**config.mk**
```make
export PLATFORM = sky130hd
export DESIGN_NAME = imem_loader
export DESIGN_NICKNAME = d
export VERILOG_FILES = /design/src/rtl/imem_loader.sv
export SDC_FILE = /design/constraint.sdc
export NUM_CORES = 1
export LEC_CHECK = 0
export CAP_MARGIN = 20
export CORE_MARGIN = 2
export CORE_UTILIZATION = 47
export CTS_CLUSTER_DIAMETER = 120
export DETAILED_ROUTE_END_ITERATION = 12
export PLACE_DENSITY = 0.81
export SYNTH_ARGS = -nofsm -noshare
export SYNTH_HDL_FRONTEND = slang
export SYNTH_SLANG_ARGS = --single-unit
```
**constraint.sdc**
```tcl
create_clock -name CLK -period 2 [get_ports CLK]
set_input_delay 0.5 -clock CLK [delete_from_list [all_inputs] [get_ports CLK]]
set_output_delay 0.5 -clock CLK [all_outputs]
set_load 0.01 [all_outputs]
```
**src/rtl/imem_loader.sv**
```systemverilog
// Streams a word count and big-endian instruction words from a byte channel into instruction memory,
// holding the CPU in reset until the load finishes. Trailing checksum byte checked only with LOADER_CHECKSUM_EN.
module imem_loader #(
    parameter logic [31:0] BASE_ADDR = 32'h0,
    parameter int          MAX_WORDS = 256
) (
    input  logic        CLK,
    input  logic        RST,
    input  logic        START,
    input  logic [7:0]  RX_Data,
    input  logic        RX_Valid,
    output logic        RX_Ready,
    output logic [31:0] W_Addr,
    output logic [31:0] W_Ins,
    output logic        WE,
    output logic        CPU_RST,
    output logic        BUSY,
    output logic        DONE,
    output logic        ERR
);

    typedef enum logic [2:0] {
        IDLE,
        LEN_HI,
        LEN_LO,
        DATA,
        WRITE,
        CHK,
        FIN,
        FAIL
    } state_t;

    localparam logic [31:0] LP_MAX_WORDS = 32'(MAX_WORDS);

    // State reached once the last word is written (or immediately for an empty image).
`ifdef LOADER_CHECKSUM_EN
    localparam state_t LP_END_STATE = CHK;
`else
    localparam state_t LP_END_STATE = FIN;
`endif

    state_t      r_state;
    state_t      w_next;
    logic [7:0]  r_lenHi;
    logic [15:0] r_remain;
    logic [1:0]  r_byteCnt;
    logic [31:0] r_word;
    logic [31:0] r_addr;
    logic [15:0] w_count;
    logic        w_tooLong;
    logic        w_lastWord;
    logic        w_restart;
`ifdef LOADER_CHECKSUM_EN
    logic [7:0]  r_csum;
`endif

    assign w_count    = {r_lenHi, RX_Data};
    assign w_tooLong  = {16'h0, w_count} > LP_MAX_WORDS;
    assign w_lastWord = (r_remain == 16'd1);
    assign w_restart  = START && (r_state == IDLE || r_state == FIN || r_state == FAIL);

    assign W_Addr = r_addr;
    assign W_Ins  = r_word;

    always_ff @(posedge CLK) begin
        if (!RST) begin
            r_state <= IDLE;
        end else begin
            r_state <= w_next;
        end
    end

    always_comb begin
        w_next   = r_state;
        RX_Ready = 1'b0;
        WE       = 1'b0;
        BUSY     = 1'b0;
        DONE     = 1'b0;
        ERR      = 1'b0;
        CPU_RST  = 1'b1;
        case (r_state)
            IDLE: begin
                if (START) w_next = LEN_HI;
            end
            LEN_HI: begin
                RX_Ready = 1'b1;
                BUSY     = 1'b1;
                if (RX_Valid) w_next = LEN_LO;
            end
            LEN_LO: begin
                RX_Ready = 1'b1;
                BUSY     = 1'b1;
                if (RX_Valid) begin
                    if (w_tooLong) begin
                        w_next = FAIL;
                    end else if (w_count == 16'd0) begin
                        w_next = LP_END_STATE;
                    end else begin
                        w_next = DATA;
                    end
                end
            end
            DATA: begin
                RX_Ready = 1'b1;
                BUSY     = 1'b1;
                if (RX_Valid && r_byteCnt == 2'd3) w_next = WRITE;
            end
            WRITE: begin
                WE     = 1'b1;
                BUSY   = 1'b1;
                w_next = w_lastWord ? LP_END_STATE : DATA;
            end
`ifdef LOADER_CHECKSUM_EN
            CHK: begin
                RX_Ready = 1'b1;
                BUSY     = 1'b1;
                if (RX_Valid) w_next = (RX_Data == r_csum) ? FIN : FAIL;
            end
`endif
            FIN: begin
                DONE    = 1'b1;
                CPU_RST = 1'b0;
                if (START) w_next = LEN_HI;
            end
            FAIL: begin
                ERR = 1'b1;
                if (START) w_next = LEN_HI;
            end
            default: begin
                w_next = IDLE;
            end
        endcase
    end

    // Address advances only after the WRITE cycle so W_Addr is stable while WE is high.
    always_ff @(posedge CLK) begin
        if (!RST) begin
            r_lenHi   <= 8'h0;
            r_remain  <= 16'h0;
            r_byteCnt <= 2'd0;
            r_word    <= 32'h0;
            r_addr    <= BASE_ADDR;
`ifdef LOADER_CHECKSUM_EN
            r_csum    <= 8'h0;
`endif
        end else if (w_restart) begin
            r_lenHi   <= 8'h0;
            r_remain  <= 16'h0;
            r_byteCnt <= 2'd0;
            r_word    <= 32'h0;
            r_addr    <= BASE_ADDR;
`ifdef LOADER_CHECKSUM_EN
            r_csum    <= 8'h0;
`endif
        end else begin
            case (r_state)
                LEN_HI: begin
                    if (RX_Valid) r_lenHi <= RX_Data;
                end
                LEN_LO: begin
                    if (RX_Valid) r_remain <= w_count;
                end
                DATA: begin
                    if (RX_Valid) begin
                        r_word    <= {r_word[23:0], RX_Data};
                        r_byteCnt <= r_byteCnt + 2'd1;
`ifdef LOADER_CHECKSUM_EN
                        r_csum    <= r_csum ^ RX_Data;
`endif
                    end
                end
                WRITE: begin
                    r_addr   <= r_addr + 32'd4;
                    r_remain <= r_remain - 16'd1;
                end
                default: begin
                end
            endcase
        end
    end

endmodule

```
# Yosys cells after proc, flatten, opt, wreduce, memory -nomap -nowiden
# Cells that the tools add are included.
[word_totals]
register_bits = 93
latch_bits = 0
ramBits = 0
romBits = 0
inputBits = 12
wordCells = 54
mem_count = 0
[classes]
n_addsub = 3
multipliers = 0
div = 0
n_lt_le_gt_ge = 1
n_eq_ne = 12
shift = 0
mux = 16
n_bitwise = 1
n_reduce_logical = 15
[op_table]
columns = ["operator", "count"]
rows = [
  ["32-bit by 3-bit adder with 32-bit output, second input constant", 1],
  ["16-bit case mux with 2 select lines", 1],
  ["3-bit two-way mux", 7],
  ["16-bit by 1-bit == test with 1-bit output, second input constant", 1],
  ["16-bit by 9-bit greater-than comparator with 1-bit output, second input constant", 1],
  ["16-bit zero test", 1],
  ["16-bit two-way mux", 1],
  ["16-bit by 1-bit subtractor with 16-bit output, second input constant", 1],
  ["3-bit case mux with 5 select lines", 1],
  ["3-bit == test, second input constant", 3],
  ["3-bit by 2-bit == test with 1-bit output, second input constant", 2],
  ["1-bit two-way mux", 6],
  ["2-bit inequality test, second input constant", 3],
  ["2-bit AND reduction", 3],
  ["3-bit OR reduction", 2],
  ["4-bit AND reduction", 1],
  ["4-bit OR reduction", 1],
  ["3-bit by 1-bit == test with 1-bit output, second input constant", 1],
  ["3-bit zero test", 1],
  ["2-bit by 1-bit adder with 2-bit output, second input constant", 1],
  ["2-bit == test, second input constant", 1],
  ["1-bit logical AND", 2],
  ["1-bit logical OR", 2],
  ["2-bit by 1-bit inequality test with 1-bit output, second input constant", 1],
  ["3 further kinds", 3],
]

# Logic depth before layout (Yosys ltp)
[logic_depth]
word_depth = 5
depth_mapped = 7

# Worst setup path before layout
# OpenSTA, ideal clock, no wires.
[synth_path]
path_kind = "reg-to-reg"
startpoint = "reg r_addr[2], in the netlist W_Addr[2]"
endpoint = "reg r_addr[20], in the netlist W_Addr[20]"
setup_ns = 0.070
arrival_ns = 1.975
required_time_ns = 1.930
setup_slack_ns = -0.045
path_stages_with_launch = 7
path_buffers = 1
synth_period_minus_slack_ns = 2.045
path_cell_list = "dfxtp_1 -> ha_1 -> nand4bb_1 -> or3_1 -> buf_2 -> or4_1 -> a21oi_1"
[synth_between]
elab_chain_len = 1
[synth_lines]
columns = ["item", "line", "text"]
rows = [
  ["start: declaration", "48", "logic [31:0] r_addr;"],
  ["start signal: assignment", "173", "r_addr <= r_addr + 32'd4;"],
  ["32-bit by 3-bit adder with 32-bit output", "173", ""],
]
# Every way passes these cells.
# A chain may end at the register's enable or synchronous reset.

# Worst setup path in the final report
[layout_path]
startpoint = "reg r_state[0]"
endpoint = "reg r_addr[20], in the netlist W_Addr[20]"
[layout_between]
elab_chain_len = 5
elab_cells_between_ends = 8
cone_classes = "eq/ne: 3; reduce/logical: 5"
[layout_lines]
columns = ["item", "line", "text"]
rows = [
  ["start: declaration", "42", "state_t r_state;"],
  ["start signal: assignment", "69", "r_state <= w_next;"],
  ["3-bit == test or 3-bit zero test (tied branches)", "60", "assign w_restart = START && (r_state == IDLE || r_state == FIN || r_state == FAIL);"],
  ["1-bit logical OR (2 in a row)", "60", ""],
  ["1-bit logical AND", "60", ""],
  ["2-bit OR reduction (no line)", "n/a", ""],
]
# Several ways; a longest one is shown, not always the timed one.

==> results.sh <==
export IMPL_n_fill_cell=697
export IMPL_synthCells=514
export IMPL_cts_num_sinks=91
export IMPL_seqCellArea_mm2=0.001828
export IMPL_cts_hold_buf=0
export IMPL_holdWs_ps=463.4
export IMPL_placed_cell_area_mm2=0.005284
export IMPL_p_seq_share_pct=53.4
export IMPL_antenna_found_initial=0
export IMPL_worstPathArrival_ps=2300
export IMPL_multiInputGateArea_mm2=0.002283
export IMPL_syn_area_per_cell_um2=8.062
export IMPL_cts_tree="built"
export IMPL_synth_edf_count=0
export IMPL_peakVddDrop_mv=0.3916
export IMPL_path_cells="buf_6 > buf_8 > nand4bb_4 > or3_4 > buf_6 > or4_4 > a21oi_2"
export IMPL_drt_pass1_iterations=5
export IMPL_min_period_ps=1987
export IMPL_combPwrFrac_pct=11.5
export IMPL_clock_path_buffers=2
export IMPL_startpoint_type="register"
export IMPL_drc=0
export IMPL_die_y_um=97.90
export IMPL_place_inst=704
export IMPL_drive_above_1_share_pct=17.70
export IMPL_status="finished clean"
export IMPL_ys_warn_count=0
export IMPL_num_antenna_cells=0
export IMPL_htree_num_levels=3
export IMPL_hold_viol=0
export IMPL_cts_root_buffer="clkbuf_8"
export IMPL_period_share_pct=99.36
export IMPL_worstMarginPinSlew_ps=658.1
export IMPL_ys_seq_area_share_pct=43.96
export IMPL_grt_pass1_wl_um=17530
export IMPL_endpoint_kind="register"
export IMPL_start_util_pct=47.99
export IMPL_final_nets=638
export IMPL_portBuffers=79
export IMPL_cp_slowest_cell="or3_4"
export IMPL_final_core_util_pct=66.29
export IMPL_relSlewSlack_pct=55.79
export IMPL_vias=4173
export IMPL_power_density_mw_per_mm2=604.3
export IMPL_fmax_ghz=0.5032
export IMPL_switching_share_pct=27.96
export IMPL_fp_coreArea_mm2=0.008636
export IMPL_wl_per_cell_um=14.96
export IMPL_grt_ovfl_total=0
export IMPL_viasPerCell=5.678
export IMPL_path_max_fanout=12
export IMPL_layout_commonest_cell="nand2_1"
export IMPL_hold_depth=2
export IMPL_finalSetupViolations=0
export IMPL_grt_usage_pct=22.09
export IMPL_die_x_um=97.90
export IMPL_reg2regPathDepth=7
export IMPL_p_clk_share_pct=35.0
export IMPL_final_antenna_net_count=0
export IMPL_total_power_uw=3459
export IMPL_p_sw_uw=967.2
export IMPL_drv_cap=0
export IMPL_synth_main_ff_cell="dfxtp_1"
export IMPL_p_int_uw=2492
export IMPL_crit_top_cell="buf_6"
export IMPL_netlist_area_mm2=0.004144
export IMPL_synth_seq_cells=91
export IMPL_rows=34
export IMPL_grt_pass1_vias=3656
export IMPL_final_cell_mix="nand2_1 (90), dfxtp_1 (86), clkdlybuf4s50_1 (73)"
export IMPL_cp_required_ps=2310
export IMPL_fin_area_mm2=0.005724
export IMPL_place_hpwl_um=7431
export IMPL_rsz0062_at_grt="yes"
export IMPL_drt_iter0_markers=176
export IMPL_ys_types=51
export IMPL_grt_max_degree=50
export IMPL_cts_buffers=9
export IMPL_cp_slowest_stage_delay_ps=460
export IMPL_cts_clk_slew_worst_paths_ps=100
export IMPL_fin_worst_skew_ps=10.68
export IMPL_finalNonFillerCells=735
export IMPL_syn2layout_area_growth_pct=38.13
export IMPL_min_path_type="register to register"
export IMPL_slew_violations=0
export IMPL_drt_total_wl_um=11000
export IMPL_num_io_pins=82
export IMPL_dieArea_mm2=0.009584
export IMPL_gp_congestion=0.8487
export IMPL_path_class="register to register"
export IMPL_async_flop_share_pct=0
export IMPL_clk_latency_ps=370
export IMPL_p_leak_uw=0.001901
cell type report:
| type | instances | share of cell area [%] |
|---|---|---|
| clock buffer | 9 | 2.164 |
| clock inverter | 7 | 1.158 |
| inverter | 10 | 0.6557 |
| multi-input combinational | 378 | 39.89 |
| sequential | 91 | 31.93 |
| tap | 108 | 2.361 |
| timing repair buffer | 132 | 21.84 |
power groups by stage:
stage               Clock, uW  Combinational (uW)  Sequential, uW
detailed placement          0                 367            1890
finish                   1210                 399            1850
CTS                      1240                 377            1850
global placement            0                 359            1890
floorplan                   0                 220            1880
global route             1320                 433            1850
kinds of logic (layout without fill, tap and decap cells):
| logic type | count (synthesis) | after routing | synth area share, % |
|---|---|---|---|
| xor+xnor | 13 | 13 | 2.748 |
| other cells | 1 | 2 | 0.09049 |
| compound gates | 120 | 120 | 17.36 |
| simple gates | 230 | 230 | 28.02 |
| mux | 9 | 9 | 2.204 |
| buf+inv | 46 | 158 | 4.408 |
| fa+ha+maj | 4 | 4 | 1.208 |
| flops | 91 | 91 | 43.96 |
synth_stat cells (5+ instances only):
cell type / count / share of area (%)
a211oi_1: 5 / 0.91
a21oi_1: 62 / 7.5
a31oi_1: 8 / 1.2
clkbuf_1: 30 / 2.7
dfxtp_1: 91 / 44
inv_1: 10 / 0.91
mux2i_1: 8 / 1.9
nand2_1: 91 / 8.2
nand3_1: 10 / 1.2
nand4_1: 11 / 1.7
nor2_1: 34 / 3.1
nor3_1: 13 / 1.6
nor4_1: 8 / 1.2
o211ai_1: 6 / 1.1
o21ai_0: 14 / 1.7
o31ai_1: 12 / 2.2
or3_1: 18 / 2.7
or4_1: 15 / 2.7
xnor2_1: 9 / 1.9
sequential cells by signal, indices dropped and copies added (netlist names):
name       cells
W_Ins         32
r_remain      16
W_Addr        30
r_byteCnt      2
r_lenHi        8
r_state        3
worst max-delay path: cells and delay by family, from the launching register on:
family,cells,cell delay [ps]
AO/OA/AOI/OAI,1,120
AND/OR/NAND/NOR,3,1060
flip-flops,1,340
buffers and inverters,3,410
path summary, 6_finish.rpt:
path	startpoint	endpoint	slack (ps)
worst min register to register	W_Ins[28]	W_Ins[28]	460
worst max register to register	r_state[0]	W_Addr[20]	10
worst min-delay path	W_Ins[28]	W_Ins[28]	460
worst max-delay path	r_state[0]	W_Addr[20]	10
metal layers:
layer  vias up  track usage, %  share of wire (%)
met4         0           7.585                1.6
met1      1986           27.95                 43
met5         -               0                  0
met3        16           4.724                4.0
met2       109           37.41                 52
li1       2062               -                  -
what timing repair did:
action | 4_1_cts | 5_1_grt
setup buffers | 4 | 10
gates cloned | 2 | 0
pin swaps | 1 | 14
gates resized for setup | 17 | 41
endpoints found under the setup margin | 23 | 27
per-stage QoR:
step | setup WS [ps] | setup TNS (ps)
floorplan | -13.33 | -13.33
global placement | -136.9 | -272.8
detailed placement | -191.6 | -876.9
CTS | -114.3 | -753.9
global route | -53.07 | -96.24
finish | 12.70 | 0
No activity file was read; power rests on OpenSTA's default activity.
